<file path="src/rtl/riscv_lsu_dmem_ctrl.sv">
// riscv_lsu_dmem_ctrl: RV32I load/store unit driving a word-wide RAM without byte enables
module riscv_lsu_dmem_ctrl #(
    parameter int AW = 7,
    parameter int DW = 32
) (
    input  logic          clk,
    input  logic          rst,
    input  logic          req_valid,
    output logic          req_ready,
    input  logic          req_we,
    input  logic [2:0]    req_funct3,
    input  logic [31:0]   req_addr,
    input  logic [DW-1:0] req_wdata,
    output logic          resp_valid,
    output logic [DW-1:0] resp_rdata,
    output logic          resp_err,
    output logic          ram_en,
    output logic          ram_we,
    output logic [AW-1:0] ram_addr,
    output logic [DW-1:0] ram_wdata,
    input  logic [DW-1:0] ram_rdata
);
    typedef enum logic [1:0] {IDLE, LOAD, RMW} state_t;
    state_t state, state_nx;
    logic [AW-1:0] a_addr;
    logic [1:0] a_lane;
    logic [2:0] a_f3;
    logic [15:0] a_wd;
    logic err, is_sw, accept;
    logic [7:0] byte_v;
    logic [15:0] half_v;
    logic [DW-1:0] ld_data, merge;
    assign req_ready = state == IDLE;
    assign accept = req_valid && req_ready;
    assign is_sw = req_we && req_funct3 == 3'd2;
    assign byte_v = ram_rdata[{a_lane, 3'b0} +: 8];
    assign half_v = ram_rdata[{a_lane[1], 4'b0} +: 16];
    assign ld_data = a_f3[1:0] == 2'd2 ? ram_rdata
                   : a_f3[1:0] == 2'd1 ? {{16{~a_f3[2] & half_v[15]}}, half_v}
                   : {{24{~a_f3[2] & byte_v[7]}}, byte_v};
    // request legality: bad funct3, misaligned halfword/word, or outside the RAM window
    always_comb begin
        err = (req_we ? req_funct3 > 3'd2 : (req_funct3[1:0] == 2'b11 || req_funct3 == 3'd6))
            || (req_funct3[1:0] == 2'd1 && req_addr[0])
            || (req_funct3[1:0] == 2'd2 && |req_addr[1:0])
            || |req_addr[31:AW+2];
    end
    // sub-word store: replace the target lane of the old word, keep the rest
    always_comb begin
        merge = ram_rdata;
        if (a_f3[0]) merge[{a_lane[1], 4'b0} +: 16] = a_wd;
        else merge[{a_lane, 3'b0} +: 8] = a_wd[7:0];
    end
    // next state and RAM strobes; strobes are killed while reset is held
    always_comb begin
        state_nx = state;
        ram_en = 1'b0;
        ram_we = 1'b0;
        ram_addr = a_addr;
        ram_wdata = merge;
        if (state == IDLE) begin
            ram_en = req_valid && !err && !rst;
            ram_we = is_sw && !rst;
            ram_addr = req_addr[AW+1:2];
            ram_wdata = req_wdata;
            if (req_valid && !err && !is_sw) state_nx = req_we ? RMW : LOAD;
        end else if (state == RMW) begin
            ram_en = !rst;
            ram_we = !rst;
            state_nx = IDLE;
        end else begin
            state_nx = IDLE;
        end
    end
    // state, holding registers and the response pulse
    always_ff @(posedge clk) begin
        if (rst) begin
            state <= IDLE;
            a_addr <= '0;
            a_lane <= '0;
            a_f3 <= '0;
            a_wd <= '0;
            resp_valid <= 1'b0;
            resp_rdata <= '0;
            resp_err <= 1'b0;
        end else begin
            state <= state_nx;
            resp_valid <= 1'b0;
            if (accept) begin
                a_addr <= req_addr[AW+1:2];
                a_lane <= req_addr[1:0];
                a_f3 <= req_funct3;
                a_wd <= req_wdata[15:0];
                if (err || is_sw) begin
                    resp_valid <= 1'b1;
                    resp_rdata <= '0;
                    resp_err <= err;
                end
            end else if (state != IDLE) begin
                resp_valid <= 1'b1;
                resp_rdata <= state == LOAD ? ld_data : '0;
                resp_err <= 1'b0;
            end
        end
    end
endmodule

</file>
<file path="config.mk">
export PLATFORM = sky130hd
export DESIGN_NAME = riscv_lsu_dmem_ctrl
export DESIGN_NICKNAME = d
export VERILOG_FILES = /design/src/rtl/riscv_lsu_dmem_ctrl.sv
export SDC_FILE = /design/constraint.sdc
export NUM_CORES = 1
export LEC_CHECK = 0
export ABC_AREA = 1
export ABC_CLOCK_PERIOD_IN_PS = 4600
export CAP_MARGIN = 0
export CORE_MARGIN = 2
export CORE_UTILIZATION = 48
export CTS_CLUSTER_SIZE = 16
export DETAILED_ROUTE_END_ITERATION = 12
export PLACE_DENSITY = 0.94
export RECOVER_POWER = 100
export SYNTH_ARGS = -nofsm -noshare
export SYNTH_HDL_FRONTEND = slang
export SYNTH_SLANG_ARGS = --single-unit
</file>
<file path="constraint.sdc">
create_clock -name clk -period 4.6 [get_ports clk]
set_input_delay 0.69 -clock clk [delete_from_list [all_inputs] [get_ports clk]]
set_output_delay 0.69 -clock clk [all_outputs]
set_load 0.02 [all_outputs]
</file>
* Word-level counts from Yosys, hierarchy flattened
Cells that the tools add are included.
** Word-level totals
- Bits in registers :: 64
- Bits in latches :: 0
- RAM bits :: 0
- Bits in read-only memories :: 0
- Bits of input ports :: 103
- Output and inout port bits :: 76
- Memories kept :: 0
** Operators by class
- Add/subtract/negate cells :: 2
- $mul :: 0
- Divide/modulo/power cells :: 0
- $lt $le $gt $ge :: 1
- Eq/ne operators :: 10
- Shift-type cells :: 6
- Muxes and demuxes :: 22
- Bitwise operators :: 4
- Reduce and logical (&&, ||, !) cells :: 23
** Operators with widths (number)
- $mux W32 :: 8
- $bwmux W32 :: 2
- $shift A16 B7 Y32 const A :: 1
- $shift A8 B7 Y32 const A :: 1
- $shiftx A16 B7 Y32 :: 1
- $shiftx A32 B6 Y16 :: 1
- $shiftx A32 B6 Y8 :: 1
- $shiftx A8 B7 Y32 :: 1
- $reduce_or A23 Y1 :: 1
- $neg A5 Y7 :: 2
- $mux W1 :: 10
- $eq A2 B2 Y1 const B :: 4
- $logic_and A1 B1 Y1 :: 8
- $mux W7 :: 1
- $eq A2 B1 Y1 const B :: 3
- $logic_or A1 B1 Y1 :: 5
- $reduce_bool A2 Y1 :: 2
- $reduce_or A2 Y1 :: 2
- $eq A3 B2 Y1 const B :: 1
- $eq A3 B3 Y1 const B :: 1
- $gt A3 B2 Y1 const B :: 1
- $logic_not A1 Y1 :: 3
- $and A1 B1 Y1 :: 2
- $logic_not A2 Y1 :: 1
- other kinds (4) :: 5

* Longest topological paths before layout
- Depth in word-level cells :: 10
- Depth in mapped cells :: 12
- Depth with buffers taken out :: 11

* Worst setup path after synthesis
No wires, ideal clock.
- Path kind :: reg2out
- Start :: reg a_lane[1]
- End :: out ram_wdata[10]
- Data arrival time :: 1.838 ns
- Setup slack :: 2.072 ns
- Cell stages (with the launch flop) :: 9
- Buffers on the path :: 1
- Cell sequence :: dfxtp_1 inv_2 ha_1 inv_1 clkbuf_1 nand3_1 o22ai_1 nand2_1 a41oi_1
** Between the ends
- Cells in the longest elaborated chain, start to end :: 5
- Elaborated cells on any way between the ends :: 10
- Those cells by class :: add/sub: 2; shift: 4; mux: 4
** RTL lines
- from (decl) :: RTL line 26 : logic [1:0] a_lane;
- from (signal assigned) :: RTL line 91 : a_lane <= req_addr[1:0];
- $neg A5 Y7, on equally long branches :: RTL line 51, 52
- $shiftx A16 B7 Y32, or another cell as far along :: RTL line 51 : if (a_f3[0]) merge[{a_lane[1], 4'b0} +: 16] = a_wd;
- $bwmux W32, on equally long branches :: RTL line 51, 52
- $mux W32 (*) :: RTL line 51
- $mux W32 (*) :: RTL line 61 : if (state == IDLE) begin
- to (decl) :: RTL line 20 : output logic [DW-1:0] ram_wdata,
Every way passes the cells marked *; elsewhere a longest branch is shown, timed or not.

* Worst setup path after layout
- Start :: reg a_lane[0]
- End :: out ram_wdata[23]
** Between the ends
- Cells in the longest elaborated chain, start to end :: 5
- Elaborated cells on any way between the ends :: 6
- Those cells by class :: add/sub: 1; shift: 2; mux: 3
** RTL lines
- $neg A5 Y7 (*) :: RTL line 52 : else merge[{a_lane, 3'b0} +: 8] = a_wd[7:0];
- $shiftx A8 B7 Y32 / $shift A8 B7 Y32 (equally long branches) :: RTL line 52
- $bwmux W32 (*) :: RTL line 52
- $mux W32 (*) :: RTL line 51
- $mux W32 (*) :: RTL line 61
Marks and branches as above.

==> results_dict.tcl <==
set metrics [dict create \
    die_y_microns 100.4 \
    maxCapViolCount 0 \
    fin_setup_tns_ns 0 \
    r2r_slack_ns 1.11 \
    power_density_mw_per_mm2 237.4 \
    grt_usage_pct 33.59 \
    end_kind "output pin" \
    die_w_microns 100.4 \
    grt_pass1_wl_mm 26.70 \
    cts_max_level 3 \
    hold_path_end "a_addr[1]" \
    clockRootBuffer "clkbuf_8" \
    vias 5757 \
    synth-seq-area-share_pct 28.72 \
    gp_congestion 0.9208 \
    synthesis.area_sq_mm 0.004462 \
    worstPathCellList "inv_1, ha_1, inv_1, nor2_1, inv_1, nor3_1, o21ai_0, a21oi_1, dlygate4sd3_1" \
    tightest_slew_ns 0.9718 \
    fillers 794 \
    synth-simple-area-share_pct 33.85 \
    synthAdderAreaFrac_pct 1.402 \
    n_antenna_cell 0 \
    finClkSkew_ns 0.007163 \
    synth_top_cell_by_area "dfxtp_1" \
    path_class "flop to output pin" \
    grt_max_degree 81 \
    rsz0062_at_grt "no" \
    drive_above_1_share_pct 4.976 \
    drt-initial-drc-count 541 \
    synth_top_family_by_area "simple AND/OR/NAND/NOR gates" \
    synthXorXnorAreaFrac_pct 0 \
    hold_start "a_addr[1]" \
    final_util_pct 70.00 \
    grt_overflow_total 0 \
    drc 0 \
    critPathArrivalTime_ns 3.32 \
    hold_depth 2 \
    cts_buffer_depth 2 \
    intPower_uw 1010 \
    status "finished clean" \
    sw_frac_of_total_pct 33.26 \
    io_pins 179 \
    wl_mm 17.09 \
    cts_buffers 9 \
    crit_path_start_kind "flop" \
    clock-sinks 64 \
    fin_nets 947 \
    r2r-end "resp_rdata[19]" \
    hpwl_mm 12.97 \
    detail-route-antenna-nets 0 \
    antenna_found_initial 0 \
    synth.top_cell.area_share_pct 28.72 \
    cts_setup_buffers 0 \
    p_clk_share_pct 33.4 \
    synthTopCellsByArea "dfxtp_1 (29%), nand2_1 (13%), a21oi_1 (7.5%)" \
    cts_tree "yes" \
    period_needed_ns 4.013 \
    slew_violations 0 \
    hold_buffers 0 \
    cp_common_cell "inv_1" \
    crit_family "buffers and inverters" \
    synth.area.mux_share_pct 0 \
    crit_buf_inv 4 \
    viasPerCell 6.028 \
    hold_viol 0 \
    synth_compound_area_share_pct 26.44 \
    ys_types 37 \
    share_comb_of_total_power_pct 27.4 \
    slew_headroom_pct 35.21 \
    power_frac_seq_pct 39.2 \
    hold_slack_ns 0.4536 \
    core_sq_mm 0.009109 \
    wire_per_inst_microns 17.90 \
    avgSynthCellArea_sq_um 6.420 \
    yosys_warnings 0 \
    grt_pass1_vias 5378 \
    ctsResizeCount 0 \
    area_delta_synth_final_pct 42.91 \
    ff2ff_path_depth 9 \
    synthCells 695 \
    syn-num-nets 803 \
    clk_pin_slew_ns 0.08 \
    io_buffer_count 178 \
    p_switching_uw 503.4 \
    fmax_mhz 249.2 \
    critPathRequiredTime_ns 3.91 \
    max-vdd-ir-drop_v 0.0001648 \
    setup_viol 0 \
    die-area_sq_mm 0.01008 \
    ys_seq_elements 64 \
    hold_class "flop to flop" \
    clk_latency_ns 0.35 \
    cp_max_fo 14 \
    initial_core_util_pct 48.98 \
    rows 35 \
    finalCritPeriodShare_pct 87.23 \
    r2r-start "state[1]" \
    slowest_delay_ns 0.70 \
    critPathSlowestCell "dlygate4sd3_1" \
    first_pass_iters 6 \
    p_leak_uw 0.002764 \
]
placed cells by master (no fill, tap or decap), types with 6 or more instances in the layout:
cell type        netlist  routed
nand4_1               33      33
dfxtp_1               64      64
nand3_1               48      48
o21ai_0               57      57
o211ai_1               6       6
clkbuf_8               0      10
inv_2                  8       7
a41oi_1                8       8
clkdlybuf4s50_1        0     103
a21oi_1               67      67
inv_1                 42      43
a221oi_1              24      24
dlygate4sd3_1          0      75
o22ai_1               17      17
nand2_1              151     152
nand3b_1               6       6
nor2_1                74      74
flip-flops by register name, indices dropped and copies added (netlist names):
| register | count |
|---|---|
| resp_rdata | 32 |
| a_wd | 16 |
| a_addr | 7 |
| a_f3 | 3 |
| a_lane | 2 |
| state | 2 |
| resp_err | 1 |
| resp_valid | 1 |
worst reg2reg max path, stage by stage, from the launching register on:
cell,delay (ns)
dfxtp_1,0.47
nor2_4,0.07
buf_4,0.26
nand2_1,0.64
inv_1,0.46
o21ai_2,0.51
clkbuf_1,0.51
nand2_4,0.25
nand3_1,0.16
nand2_1,0.06
synth_stat cells (all sizes together):
cell type  number
nand3b          6
nand2         156
o2111ai         4
a21oi          67
nor3            2
nand4          33
a221oi         24
nor2           81
buf            24
clkbuf         25
nand3          49
o31ai           3
o22ai          17
ha              5
o21ai          64
and2            2
o211ai          6
a31oi           2
a22oi           1
a41oi           8
dfxtp          64
inv            52
cell families after synthesis:
logic type	after synthesis
buf+inv	101
flops	64
compound gates	196
fa+ha+maj	5
simple gates	329
metrics by stage:
| step | std cells | worst slack, ns | area [sq um] | total power [uW] |
|---|---|---|---|---|
| floorplan | 695 | 2.072 | 4462 | 824.0 |
| global placement | 939 | 1.082 | 6185 | 1012 |
| detailed placement | 939 | 1.053 | 6185 | 1018 |
| CTS | 955 | 0.7227 | 6390 | 1515 |
| global route | 955 | 0.3355 | 6376 | 1577 |
| finish | 955 | 0.5874 | 6376 | 1514 |
how the worst max path moves through the flow:
stage                     cells past startpoint  startpoint        endpoint
after floorplan                               8   a_lane[1]   ram_wdata[10]
after global placement                        6   req_valid          ram_en
after detailed placement                      6   req_valid          ram_en
after CTS                                     8   a_lane[0]    ram_wdata[5]
after global routing                          8   req_valid  resp_rdata[10]
final                                         9   a_lane[0]   ram_wdata[23]
power by group through the flow:
stage               logic [uW]  registers (uW)  clock network (uW)
detailed placement         414             604                   0
floorplan                  226             598                   0
global placement           408             604                   0
CTS                        416             592                 508
global route               448             595                 534
finish                     415             593                 506
cell type report:
class,instances,area [sq um],share of cell area [%]
Multi-Input combinational cell,530,2743,43.01
Tap cell,111,138.9,2.178
Timing Repair Buffer,182,1808,28.36
Clock inverter,6,67.56,1.060
Inverter,52,200.2,3.140
Clock buffer,10,137.6,2.159
Sequential cell,64,1281,20.09
layer usage:
| layer | GRT usage [%] | part of all wire (%) |
|---|---|---|
| met1 | 43.65 | 41 |
| met2 | 54.26 | 46 |
| met3 | 6.476 | 9.8 |
| met4 | 14.65 | 3.2 |
| met5 | 0 | 0 |
Power figures use the tool's default switching activity.
